### config.mk
export PLATFORM = sky130hd
export DESIGN_NAME = bus_lcd_monitor
export DESIGN_NICKNAME = d
export VERILOG_FILES = /design/src/rtl/bus_lcd_monitor.sv
export SDC_FILE = /design/constraint.sdc
export NUM_CORES = 1
export LEC_CHECK = 0
export ABC_CLOCK_PERIOD_IN_PS = 3200
export CORE_ASPECT_RATIO = 0.6
export CORE_MARGIN = 10
export CORE_UTILIZATION = 55
export CTS_CLUSTER_SIZE = 12
export DETAILED_ROUTE_END_ITERATION = 8
export GPL_TIMING_DRIVEN = 0
export PLACE_DENSITY = 0.76
export SYNTH_ARGS = -nofsm -noshare
export SYNTH_HDL_FRONTEND = slang
export SYNTH_SLANG_ARGS = --single-unit
### constraint.sdc
create_clock -name clock -period 3.2 [get_ports clock]
set_input_delay 0.64 -clock clock [delete_from_list [all_inputs] [get_ports clock]]
set_output_delay 0.64 -clock clock [all_outputs]
set_load 0.01 [all_outputs]
### src/rtl/bus_lcd_monitor.sv
// Passive serial-bus snooper that rate-limits and formats the last good frame for the LCD.
// Define BUS_MON_ERRCNT_EN to build the saturating protocol error counter on err_cnt.
module bus_lcd_monitor #(
   parameter int ADDR_W      = 14,
   parameter int DATA_W      = 8,
   parameter int HOLD_CYCLES = 50000000
) (
   input  logic        clock,
   input  logic        rst,
   input  logic        bus_sdata,
   input  logic        bus_addr_vld,
   input  logic        bus_data_vld,
   input  logic [1:0]  bus_mst,
   input  logic [1:0]  bus_slv,
   input  logic        bus_done,
   input  logic        page_btn,
   output logic [15:0] Data_Line1,
   output logic [15:0] Data_Line2,
   output logic [1:0]  Data_Type1,
   output logic [1:0]  Data_Type2,
   output logic        upd,
   output logic [7:0]  err_cnt
);

   localparam int ACW = $clog2(ADDR_W + 2);
   localparam int DCW = $clog2(DATA_W + 2);
   localparam int TW  = $clog2(HOLD_CYCLES);

   localparam logic [ACW-1:0] ACNT_FULL = ACW'(ADDR_W);
   localparam logic [ACW-1:0] ACNT_OVER = ACW'(ADDR_W + 1);
   localparam logic [DCW-1:0] DCNT_FULL = DCW'(DATA_W);
   localparam logic [DCW-1:0] DCNT_OVER = DCW'(DATA_W + 1);
   localparam logic [TW-1:0]  HOLD_MAX  = TW'(HOLD_CYCLES - 1);

   typedef enum logic [1:0] {
      IDLE,
      ADDR,
      DATA,
      CHECK
   } state_t;

   state_t state_q, state_d;

   logic [ADDR_W-1:0] asr_q, asr_d;
   logic [DATA_W-1:0] dsr_q, dsr_d;
   logic [ACW-1:0]    acnt_q, acnt_d;
   logic [DCW-1:0]    dcnt_q, dcnt_d;
   logic              ferr_q, ferr_d;
   logic              fresh, active, chk_ok_d;

   logic              chk_ok_q;
   logic [ADDR_W-1:0] chk_addr_q;
   logic [DATA_W-1:0] chk_data_q;
   logic [1:0]        chk_mst_q, chk_slv_q;

   logic [ADDR_W-1:0] sh_addr_q, dp_addr_q, src_addr;
   logic [DATA_W-1:0] sh_data_q, dp_data_q, src_data;
   logic [1:0]        sh_mst_q, dp_mst_q, src_mst;
   logic [1:0]        sh_slv_q, dp_slv_q, src_slv;

   logic              pending_q, page_q, page_d;
   logic [TW-1:0]     timer_q;
   logic              show, new_frame;
   logic [15:0]       line1_d, line2_d;
   logic [1:0]        type1_d, type2_d;

   // CHECK behaves like IDLE for a following frame, so its first bit is kept.
   always_comb begin
      fresh  = (state_q == IDLE) || (state_q == CHECK);
      active = !fresh || bus_addr_vld;
      asr_d  = fresh ? '0 : asr_q;
      dsr_d  = fresh ? '0 : dsr_q;
      acnt_d = fresh ? '0 : acnt_q;
      dcnt_d = fresh ? '0 : dcnt_q;
      ferr_d = fresh ? 1'b0 : ferr_q;

      if (bus_addr_vld && (bus_data_vld || state_q == DATA))
         ferr_d = 1'b1;

      if (bus_addr_vld) begin
         if (acnt_d < ACNT_FULL) begin
            asr_d  = (asr_d << 1) | ADDR_W'(bus_sdata);
            acnt_d = acnt_d + ACW'(1);
         end else begin
            acnt_d = ACNT_OVER;
            ferr_d = 1'b1;
         end
      end

      if (active && bus_data_vld) begin
         if (dcnt_d < DCNT_FULL) begin
            dsr_d  = (dsr_d << 1) | DATA_W'(bus_sdata);
            dcnt_d = dcnt_d + DCW'(1);
         end else begin
            dcnt_d = DCNT_OVER;
            ferr_d = 1'b1;
         end
      end

      chk_ok_d = (acnt_d == ACNT_FULL) &&
                 (dcnt_d == DCNT_FULL) && !ferr_d;

      if (bus_done)
         state_d = CHECK;
      else if (!active)
         state_d = IDLE;
      else if (bus_data_vld)
         state_d = DATA;
      else if (fresh)
         state_d = ADDR;
      else
         state_d = state_q;
   end

   always_ff @(posedge clock or negedge rst) begin
      if (!rst) begin
         state_q    <= IDLE;
         asr_q      <= '0;
         dsr_q      <= '0;
         acnt_q     <= '0;
         dcnt_q     <= '0;
         ferr_q     <= 1'b0;
         chk_ok_q   <= 1'b0;
         chk_addr_q <= '0;
         chk_data_q <= '0;
         chk_mst_q  <= '0;
         chk_slv_q  <= '0;
      end else begin
         state_q <= state_d;
         asr_q   <= asr_d;
         dsr_q   <= dsr_d;
         acnt_q  <= acnt_d;
         dcnt_q  <= dcnt_d;
         ferr_q  <= ferr_d;
         if (bus_done) begin
            chk_ok_q   <= chk_ok_d;
            chk_addr_q <= asr_d;
            chk_data_q <= dsr_d;
            chk_mst_q  <= bus_mst;
            chk_slv_q  <= bus_slv;
         end
      end
   end

   assign new_frame = (state_q == CHECK) && chk_ok_q;
   assign show      = pending_q && (timer_q == '0);
   assign page_d    = page_q ^ page_btn;

   // An update formats the shadow; a bare page flip re-formats the displayed snapshot.
   always_comb begin
      src_addr = show ? sh_addr_q : dp_addr_q;
      src_data = show ? sh_data_q : dp_data_q;
      src_mst  = show ? sh_mst_q  : dp_mst_q;
      src_slv  = show ? sh_slv_q  : dp_slv_q;
      if (page_d) begin
         line1_d = {14'b0, src_mst};
         line2_d = {14'b0, src_slv};
         type1_d = 2'd2;
         type2_d = 2'd3;
      end else begin
         line1_d = 16'(src_addr);
         line2_d = 16'(src_data);
         type1_d = 2'd0;
         type2_d = 2'd1;
      end
   end

   always_ff @(posedge clock or negedge rst) begin
      if (!rst) begin
         sh_addr_q  <= '0;
         sh_data_q  <= '0;
         sh_mst_q   <= '0;
         sh_slv_q   <= '0;
         dp_addr_q  <= '0;
         dp_data_q  <= '0;
         dp_mst_q   <= '0;
         dp_slv_q   <= '0;
         pending_q  <= 1'b0;
         page_q     <= 1'b0;
         timer_q    <= '0;
         upd        <= 1'b0;
         Data_Line1 <= 16'd0;
         Data_Line2 <= 16'd0;
         Data_Type1 <= 2'd0;
         Data_Type2 <= 2'd1;
      end else begin
         if (new_frame) begin
            sh_addr_q <= chk_addr_q;
            sh_data_q <= chk_data_q;
            sh_mst_q  <= chk_mst_q;
            sh_slv_q  <= chk_slv_q;
         end
         pending_q <= new_frame || (pending_q && !show);
         page_q    <= page_d;

         if (show)
            timer_q <= HOLD_MAX;
         else if (timer_q != '0)
            timer_q <= timer_q - TW'(1);

         if (show) begin
            dp_addr_q <= sh_addr_q;
            dp_data_q <= sh_data_q;
            dp_mst_q  <= sh_mst_q;
            dp_slv_q  <= sh_slv_q;
         end

         upd <= show || page_btn;
         if (show || page_btn) begin
            Data_Line1 <= line1_d;
            Data_Line2 <= line2_d;
            Data_Type1 <= type1_d;
            Data_Type2 <= type2_d;
         end
      end
   end

`ifdef BUS_MON_ERRCNT_EN
   logic [7:0] err_q;

   always_ff @(posedge clock or negedge rst) begin
      if (!rst)
         err_q <= 8'd0;
      else if ((state_q == CHECK) && !chk_ok_q && (err_q != 8'hFF))
         err_q <= err_q + 8'd1;
   end

   assign err_cnt = err_q;
`else
   assign err_cnt = 8'd0;
`endif

endmodule
==> out/qor.json, run 1 <==
{
  "yosys": {
    "synth_async_sr_flop_share": 1.00,
    "synth-edff-count": 0,
    "syn-mean-instance-area_um2": 10.6,
    "post_synth_inst_count": 699,
    "yosys_warnings": 0,
    "synth_top_flop_cell": "sky130_fd_sc_hd__dfrtp_1",
    "synth_cell_types": 55,
    "synth_top_cell_area_share": 0.555,
    "yosysTopAreaCell": "sky130_fd_sc_hd__dfrtp_1",
    "synth.area.top_cells": "sky130_fd_sc_hd__dfrtp_1, sky130_fd_sc_hd__mux2_2, sky130_fd_sc_hd__nand2_1",
    "ys_seq_elements": 164,
    "synth_seq_area_share": 0.555,
    "synth.cell_area_um2": 7400
  },
  "finish": {
    "fillerInstances": 983,
    "final_net_count": 785,
    "layout-area-overhead-vs-synth_pct": 16.8,
    "area.sequential_um2": 4100,
    "antenna_cells_inserted": 0,
    "multiInputGateArea_um2": 2970,
    "post_route_cells_drive_above_1_share": 0.163
  },
  "clock_network": {
    "tritoncts": "yes",
    "cts_post_setup_buffers_inserted": 0,
    "cts_made_buffers": 17,
    "clk-insertion-delay-late_ns": 0.44,
    "cts_sinks": 164,
    "ctsHoldBuffers": 0,
    "worst_path_clk_slew_ns": 0.07,
    "cts_repair_resizes": 0,
    "clk_path_buf_depth": 2,
    "htreeDepth": 4,
    "cts.root.buffer_cell": "sky130_fd_sc_hd__clkbuf_16"
  },
  "grt": {
    "first_global_vias": 5440,
    "global_route.peak_usage_layer": "met2",
    "grt_antenna_before_repair": 0,
    "global_route.usage.met2": 0.286,
    "pin_count_of_the_biggest_net_entering_global_routing": 100,
    "grt_pass1_wl_um": 28700,
    "grt.met3_usage": 0.0587,
    "global_route.usage.total": 0.195,
    "globalRouteMet1Util": 0.278,
    "globalRoute.totalOverflow": 0
  },
  "run": {
    "cap_viol_max_count": 0
  },
  "timing": {
    "tns_ns": 0,
    "timing.final.setup_violations": 0,
    "finalHoldViolCount": 0,
    "unrepaired_setup_endpoints_after_global_routing": "no",
    "fin_crit_ns": 2.88,
    "slew_viol_final": 0,
    "worst_slew_margin_rel": 0.455,
    "fmax_mhz": 348,
    "timing.final.crit_share": 0.898,
    "skew_ns": 0.0134,
    "worst-slew-pin-transition_ns": 0.817
  },
  "placement": {
    "dp.final_hpwl_um": 12200,
    "port_buffers": 33,
    "gp_congestion": 0.830
  },
  "pwr": {
    "power.leakage_uw": 0.00430,
    "post-layout-total-power_uw": 5350,
    "powerDensity_nw_per_um2": 619,
    "peakVddDrop_v": 0.000313
  },
  "drt": {
    "route.vias.total": 5432,
    "wl_per_cell_um": 18.2,
    "number_of_detailed_route_iterations_in_the_first_pass": 4,
    "post_drt_via_cell_ratio": 5.70,
    "antenna_violating_nets_post_route": 0,
    "post-route-drc-count": 0,
    "drtIter0Drc": 417,
    "wl_um": 17400
  },
  "critical_path": {
    "crit_arrival_ns": 3.20,
    "crit_path_start_kind": "flip-flop",
    "critical_path.max_fanout": 10,
    "critical_path_class": "reg2reg",
    "r2r_worst_path_depth": 10,
    "worst_ep_required_time_ns": 3.53,
    "crit_path_end_kind": "flip-flop"
  },
  "floorplan": {
    "design.portCount": 56,
    "core_um2": 13000,
    "core.rowCount": 32,
    "start_util": 0.569,
    "die_w_um": 170,
    "die-area_um2": 18600,
    "dieHeight_um": 110
  },
  "outcome": {
    "outcome": "complete, no violations"
  },
  "min_path": {
    "holdCritPathClass": "in2async"
  }
}
registers in the layout, indices dropped and copies added, names as in the netlist, 4 cells and up:
signal / count
sh_data_q: 8
chk_addr_q: 14
asr_q: 14
dsr_q: 8
Data_Line1: 14
sh_addr_q: 14
Data_Line2: 8
dcnt_q: 4
acnt_q: 4
dp_data_q: 8
dp_addr_q: 14
timer_q: 26
chk_data_q: 8
per-stage QoR:
stage               hold WS, ns  worst slack (ns)  cells  utilization  area (um^2)
finish                    0.207             0.325    953        0.664         8650
global route              0.243             0.180    953        0.664         8650
CTS                       0.226             0.369    953        0.664         8650
detailed placement        0.450             0.417    921        0.618         8040
global placement          0.443             -4.85    920        0.616         8010
floorplan                 0.344             0.794    717            -         7470
synthesized netlist by cell type, types with 4 or more instances:
library cell                 n
sky130_fd_sc_hd__clkbuf_1   28
sky130_fd_sc_hd__mux2_2     54
sky130_fd_sc_hd__nor2_1     27
sky130_fd_sc_hd__or3_1       6
sky130_fd_sc_hd__mux2i_1    20
sky130_fd_sc_hd__buf_4      28
sky130_fd_sc_hd__o211ai_1   21
sky130_fd_sc_hd__nor3_1     16
sky130_fd_sc_hd__and3_1     22
sky130_fd_sc_hd__dfrtp_1   164
sky130_fd_sc_hd__nand3_1     4
sky130_fd_sc_hd__xor2_1     10
sky130_fd_sc_hd__xnor2_1     4
sky130_fd_sc_hd__nand2_1   139
sky130_fd_sc_hd__o31ai_1     4
sky130_fd_sc_hd__nor4_1      7
sky130_fd_sc_hd__inv_1      11
sky130_fd_sc_hd__ha_1        4
sky130_fd_sc_hd__a21oi_1    28
sky130_fd_sc_hd__nor2b_1    22
sky130_fd_sc_hd__o21ai_0    27
critical path: stages, from the launching register on:
cell	delay (ns)
sky130_fd_sc_hd__dfrtp_1	0.38
sky130_fd_sc_hd__inv_1	0.05
sky130_fd_sc_hd__ha_1	0.26
sky130_fd_sc_hd__clkbuf_1	0.26
sky130_fd_sc_hd__clkbuf_1	0.44
sky130_fd_sc_hd__nor2b_1	0.13
sky130_fd_sc_hd__ha_1	0.30
sky130_fd_sc_hd__inv_1	0.06
sky130_fd_sc_hd__o2bb2ai_1	0.08
sky130_fd_sc_hd__or4b_1	0.55
sky130_fd_sc_hd__o32ai_1	0.25
metal layers:
metal / up-vias / wire (um)
met5: - / 0
met3: 12 / 1380
met2: 190 / 7510
met4: 0 / 99
met1: 2728 / 8400
li1: 2502 / -
layout by cell type, fill, tap and decap left out, types with 2 or more instances in the layout:
cell type,synthesis,final
sky130_fd_sc_hd__clkbuf_16,0,17
sky130_fd_sc_hd__o211ai_1,21,21
sky130_fd_sc_hd__inv_6,0,4
sky130_fd_sc_hd__nand2_1,139,139
sky130_fd_sc_hd__nand4_1,3,3
sky130_fd_sc_hd__o21bai_1,3,3
sky130_fd_sc_hd__o21ai_1,2,2
sky130_fd_sc_hd__or3_1,6,6
sky130_fd_sc_hd__clkdlybuf4s50_1,0,32
sky130_fd_sc_hd__mux2i_1,20,20
sky130_fd_sc_hd__inv_1,11,11
sky130_fd_sc_hd__buf_6,2,3
sky130_fd_sc_hd__buf_1,2,2
sky130_fd_sc_hd__nor4_1,7,7
sky130_fd_sc_hd__a31oi_1,3,3
sky130_fd_sc_hd__ha_1,4,4
sky130_fd_sc_hd__buf_4,28,28
sky130_fd_sc_hd__and2_1,3,3
sky130_fd_sc_hd__or4b_1,2,2
sky130_fd_sc_hd__inv_8,0,6
sky130_fd_sc_hd__o21ai_0,27,27
sky130_fd_sc_hd__nor3_1,16,16
sky130_fd_sc_hd__nor2b_1,22,22
sky130_fd_sc_hd__xor2_1,10,10
sky130_fd_sc_hd__clkbuf_1,28,28
sky130_fd_sc_hd__dfrtp_1,164,164
sky130_fd_sc_hd__or4_1,2,2
sky130_fd_sc_hd__xnor2_1,4,4
sky130_fd_sc_hd__nand2b_1,2,2
sky130_fd_sc_hd__a21oi_1,28,28
sky130_fd_sc_hd__nand3_1,4,4
sky130_fd_sc_hd__clkinv_8,0,2
sky130_fd_sc_hd__a211oi_1,3,3
sky130_fd_sc_hd__mux2_2,54,54
sky130_fd_sc_hd__o31ai_1,4,4
sky130_fd_sc_hd__nor2_1,27,27
sky130_fd_sc_hd__conb_1,2,20
sky130_fd_sc_hd__and3_1,22,22
sky130_fd_sc_hd__or2_2,3,3
cells by family (layout without fill, tap and decap cells):
logic type | after synthesis | count (layout) | synth area share
muxes | 74 | 74 | 0.109
AOI/OAI and AO/OA | 102 | 102 | 0.0866
other | 2 | 20 | 0.00101
xor gates and xnor gates | 14 | 14 | 0.0166
buffers and inverters | 72 | 138 | 0.0529
adders and majority gates | 4 | 4 | 0.00676
DFF | 164 | 164 | 0.555
and+or+nand+nor | 267 | 267 | 0.172
path summary, 6_finish.rpt:
kind / start / end / slack (ns)
min in group clock: dp_slv_q[0]$_DFF_PN0_ / dp_slv_q[0]$_DFF_PN0_ / 0.47
max in group asynchronous: rst / Data_Line1[1]$_DFFE_PN0P_ / 2.09
max: state_q[0]$_DFFE_PN0P_ / chk_ok_q$_DFFE_PN0P_ / 0.32
min reg2reg: dp_slv_q[0]$_DFF_PN0_ / dp_slv_q[0]$_DFF_PN0_ / 0.47
max reg2reg: state_q[0]$_DFFE_PN0P_ / chk_ok_q$_DFFE_PN0P_ / 0.32
min: rst / acnt_q[3]$_DFF_PN0_ / 0.21
where the power goes:
part           total (uW)  leakage [uW]  internal [uW]  switching [uW]
clock network        2090      0.000296           1130             965
registers            2440       0.00221           2250             191
logic                 822       0.00180            318             504
total                5350       0.00430           3690            1660
layout make-up:
class	instances	area share
timing repair buffer	34	0.0415
sequential	164	0.475
clock inverter	15	0.0210
clock buffer	17	0.0492
multi-input combinational	481	0.344
buffer	61	0.0405
inverter	11	0.00478
tap	170	0.0246
(Power assumes the default switching activity.)
==> run 2, diff against run 1 <==
- CTS_BUF_LIST: default -> sky130_fd_sc_hd__clkbuf_8
- SLEW_MARGIN: default -> 0
==> out/qor.json, run 2 (synthesized netlist as in run 1, its figures left out) <==
{
  "placement": {
    "dp.final_hpwl": {"value": 12200, "unit": "um", "change": "unchanged"},
    "port_buffers": {"value": 33, "change": "unchanged"},
    "post_dp_cell_area": {"value": 8040, "unit": "um^2", "change": "unchanged"},
    "gp_congestion": {"value": 0.830, "change": "unchanged"},
    "place_ws": {"value": 0.417, "unit": "ns", "change": "unchanged"},
    "place_inst": {"value": 921, "change": "unchanged"}
  },
  "clock_network": {
    "htreeDepth": {"value": 4, "change": "unchanged"},
    "cts_post_setup_buffers_inserted": {"value": 0, "change": "unchanged"},
    "cts.root.buffer_cell": {"value": "sky130_fd_sc_hd__clkbuf_8", "change": "was sky130_fd_sc_hd__clkbuf_16"},
    "worst_path_clk_slew": {"value": 0.10, "unit": "ns", "change": "was 0.07 ns"},
    "clk-insertion-delay-late": {"value": 0.46, "unit": "ns", "change": "was 0.44 ns"},
    "tritoncts": {"value": "yes", "change": "unchanged"},
    "cts_repair_resizes": {"value": 0, "change": "unchanged"},
    "cts_sinks": {"value": 164, "change": "unchanged"},
    "clk_path_buf_depth": {"value": 2, "change": "unchanged"},
    "ctsHoldBuffers": {"value": 0, "change": "unchanged"},
    "cts_made_buffers": {"value": 17, "change": "unchanged"}
  },
  "grt": {
    "grt_pass1_wl": {"value": 28300, "unit": "um", "change": "was 28700 um"},
    "first_global_vias": {"value": 5412, "change": "was 5440"},
    "global_route.usage.total": {"value": 0.191, "change": "was 0.195"},
    "globalRoute.totalOverflow": {"value": 0, "change": "unchanged"},
    "grt_antenna_before_repair": {"value": 0, "change": "unchanged"},
    "pin_count_of_the_biggest_net_entering_global_routing": {"value": 100, "change": "unchanged"}
  },
  "run": {
    "cap_viol_max_count": {"value": 0, "change": "unchanged"}
  },
  "pwr": {
    "power.share.sequential": {"value": 0.505, "change": "was 0.456"},
    "cell_internal_pwr": {"value": 3230, "unit": "uW", "change": "was 3690 uW"},
    "post-layout-total-power": {"value": 4820, "unit": "uW", "change": "was 5350 uW"},
    "peakVddDrop": {"value": 0.000296, "unit": "V", "change": "was 0.000313 V"},
    "power.leakage": {"value": 0.00422, "unit": "uW", "change": "was 0.00430 uW"},
    "total_switching_power": {"value": 1590, "unit": "uW", "change": "was 1660 uW"},
    "powerDensity": {"value": 571, "unit": "nW/um^2", "change": "was 619 nW/um^2"},
    "sw_frac_of_total": {"value": 0.330, "change": "was 0.310"},
    "share_comb_of_total_power": {"value": 0.170, "change": "was 0.153"},
    "power_frac_clock": {"value": 0.325, "change": "was 0.391"}
  },
  "timing": {
    "finalHoldViolCount": {"value": 0, "change": "unchanged"},
    "timing.final.setup_violations": {"value": 0, "change": "unchanged"},
    "timing.final.crit_share": {"value": 0.885, "change": "was 0.898"},
    "unrepaired_setup_endpoints_after_global_routing": {"value": "no", "change": "unchanged"},
    "fin_crit": {"value": 2.83, "unit": "ns", "change": "was 2.88 ns"},
    "skew": {"value": 0.0117, "unit": "ns", "change": "was 0.0134 ns"},
    "worst_slew_margin_rel": {"value": 0.448, "change": "was 0.455"},
    "worst-slew-pin-transition": {"value": 0.828, "unit": "ns", "change": "was 0.817 ns"},
    "slew_viol_final": {"value": 0, "change": "unchanged"},
    "post_layout_worst_setup_margin": {"value": 0.368, "unit": "ns", "change": "was 0.325 ns"},
    "fmax": {"value": 353, "unit": "MHz", "change": "was 348 MHz"}
  },
  "drt": {
    "route.vias.total": {"value": 5349, "change": "was 5432"},
    "drtIter0Drc": {"value": 401, "change": "was 417"},
    "post-route-drc-count": {"value": 0, "change": "unchanged"},
    "number_of_detailed_route_iterations_in_the_first_pass": {"value": 5, "change": "was 4"},
    "post_drt_via_cell_ratio": {"value": 5.61, "change": "was 5.70"},
    "wl_per_cell": {"value": 17.9, "unit": "um", "change": "was 18.2 um"},
    "antenna_violating_nets_post_route": {"value": 0, "change": "unchanged"},
    "wl": {"value": 17000, "unit": "um", "change": "was 17400 um"}
  },
  "finish": {
    "final_common_cell": {"value": "sky130_fd_sc_hd__dfrtp_1", "change": "unchanged"},
    "post_route_cells_drive_above_1_share": {"value": 0.163, "change": "unchanged"},
    "largest_reg_flops": {"value": 26, "change": "unchanged"},
    "design_area": {"value": 8450, "unit": "um^2", "change": "was 8650 um^2"},
    "layout_common_cells": {"value": "sky130_fd_sc_hd__dfrtp_1, sky130_fd_sc_hd__nand2_1, sky130_fd_sc_hd__mux2_2", "change": "unchanged"},
    "final_cells": {"value": 953, "change": "unchanged"},
    "final_net_count": {"value": 785, "change": "unchanged"},
    "antenna_cells_inserted": {"value": 0, "change": "unchanged"},
    "fillerInstances": {"value": 1002, "change": "was 983"},
    "multiInputGateArea": {"value": 2970, "unit": "um^2", "change": "unchanged"},
    "layout-area-overhead-vs-synth": {"value": 14.3, "unit": "%", "change": "was 16.8%"},
    "top_register_by_number_of_flip_flops": {"value": "timer_q", "change": "unchanged"},
    "area.sequential": {"value": 4100, "unit": "um^2", "change": "unchanged"}
  },
  "floorplan": {
    "core.rowCount": {"value": 32, "change": "unchanged"},
    "start_util": {"value": 0.569, "change": "unchanged"},
    "design.portCount": {"value": 56, "change": "unchanged"},
    "die-area": {"value": 18600, "unit": "um^2", "change": "unchanged"},
    "core": {"value": 13000, "unit": "um^2", "change": "unchanged"},
    "die_w": {"value": 170, "unit": "um", "change": "unchanged"},
    "dieHeight": {"value": 110, "unit": "um", "change": "unchanged"}
  },
  "critical_path": {
    "worst_ep_required_time": {"value": 3.57, "unit": "ns", "change": "was 3.53 ns"},
    "crit_path_start_kind": {"value": "flip-flop", "change": "unchanged"},
    "crit_arrival": {"value": 3.20, "unit": "ns", "change": "about the same"},
    "critical_path_class": {"value": "reg2reg", "change": "unchanged"},
    "crit_path_end_kind": {"value": "flip-flop", "change": "unchanged"},
    "worst-r2r-setup-slack": {"value": 0.37, "unit": "ns", "change": "was 0.32 ns"},
    "critical_path.max_fanout": {"value": 10, "change": "unchanged"}
  },
  "outcome": {
    "outcome": {"value": "complete, no violations", "change": "unchanged"}
  },
  "min_path": {
    "holdCritPathClass": {"value": "in2async", "change": "unchanged"}
  }
}
[run 2: cell counts in the layout (fill, tap and decap cells not counted)]
No cell type changed its count.
[run 2: worst paths after layout]
path,startpoint,end,depth (start not counted)
setup / recovery,state_q[0]$_DFFE_PN0P_,chk_ok_q$_DFFE_PN0P_,10
hold / removal,rst,acnt_q[2]$_DFF_PN0_,1
setup reg to reg,state_q[0]$_DFFE_PN0P_,chk_ok_q$_DFFE_PN0P_,10
hold reg to reg,dp_slv_q[0]$_DFF_PN0_,dp_slv_q[0]$_DFF_PN0_,2
max in group asynchronous,rst,timer_q[24]$_DFFE_PN0P_,2
min in group clock,dp_slv_q[0]$_DFF_PN0_,dp_slv_q[0]$_DFF_PN0_,2
[run 2: worst max-delay path, cell delays in order (launching register included)]
cell and delay [ns]:
sky130_fd_sc_hd__dfrtp_1 0.39, sky130_fd_sc_hd__inv_1 0.05, sky130_fd_sc_hd__ha_1 0.26, sky130_fd_sc_hd__clkbuf_1 0.25, sky130_fd_sc_hd__clkbuf_1 0.42, sky130_fd_sc_hd__nor2b_1 0.13, sky130_fd_sc_hd__ha_1 0.29, sky130_fd_sc_hd__inv_1 0.06
sky130_fd_sc_hd__o2bb2ai_1 0.08, sky130_fd_sc_hd__or4b_1 0.54, sky130_fd_sc_hd__o32ai_1 0.25
[run 2: power groups by stage]
stage                     registers, uW  clock network (uW)  logic [uW]
after floorplan                    2420                   0         566
after global placement             2460                   0         775
after detailed placement           2470                   0         809
after CTS                          2430                1590         814
after global routing               2460                1690         907
final                              2440                1570         819
[run 2: area by class of cell]
type	count	share of cell area
Sequential cell	164	0.485
Multi-Input combinational cell	481	0.351
Timing Repair Buffer	34	0.0425
Buffer	61	0.0414
Clock buffer	17	0.0277
Tap cell	170	0.0252
Clock inverter	15	0.0215
Inverter	11	0.00488
[run 2: metal layers]
metal / global-route usage / part of all wire / vias to the layer above / wire length [um]
li1: - / - / 2504 / -
met1: 0.276 / 0.50 / 2663 / 8440
met2: 0.279 / 0.43 / 164 / 7270
met3: 0.0480 / 0.067 / 18 / 1150
met4: 0.0542 / 0.011 / 0 / 184
met5: 0 / 0 / - / 0
[run 2: stage by stage]
step	hold slack (ns)	utilization	TNS [ns]
3_5_place_dp	0.450	0.618	0
3_3_place_gp	0.443	0.616	-792.83
5_1_grt	0.188	0.650	0
2_1_floorplan	0.344	-	0
4_1_cts	0.176	0.650	0
6_report	0.149	0.650	0
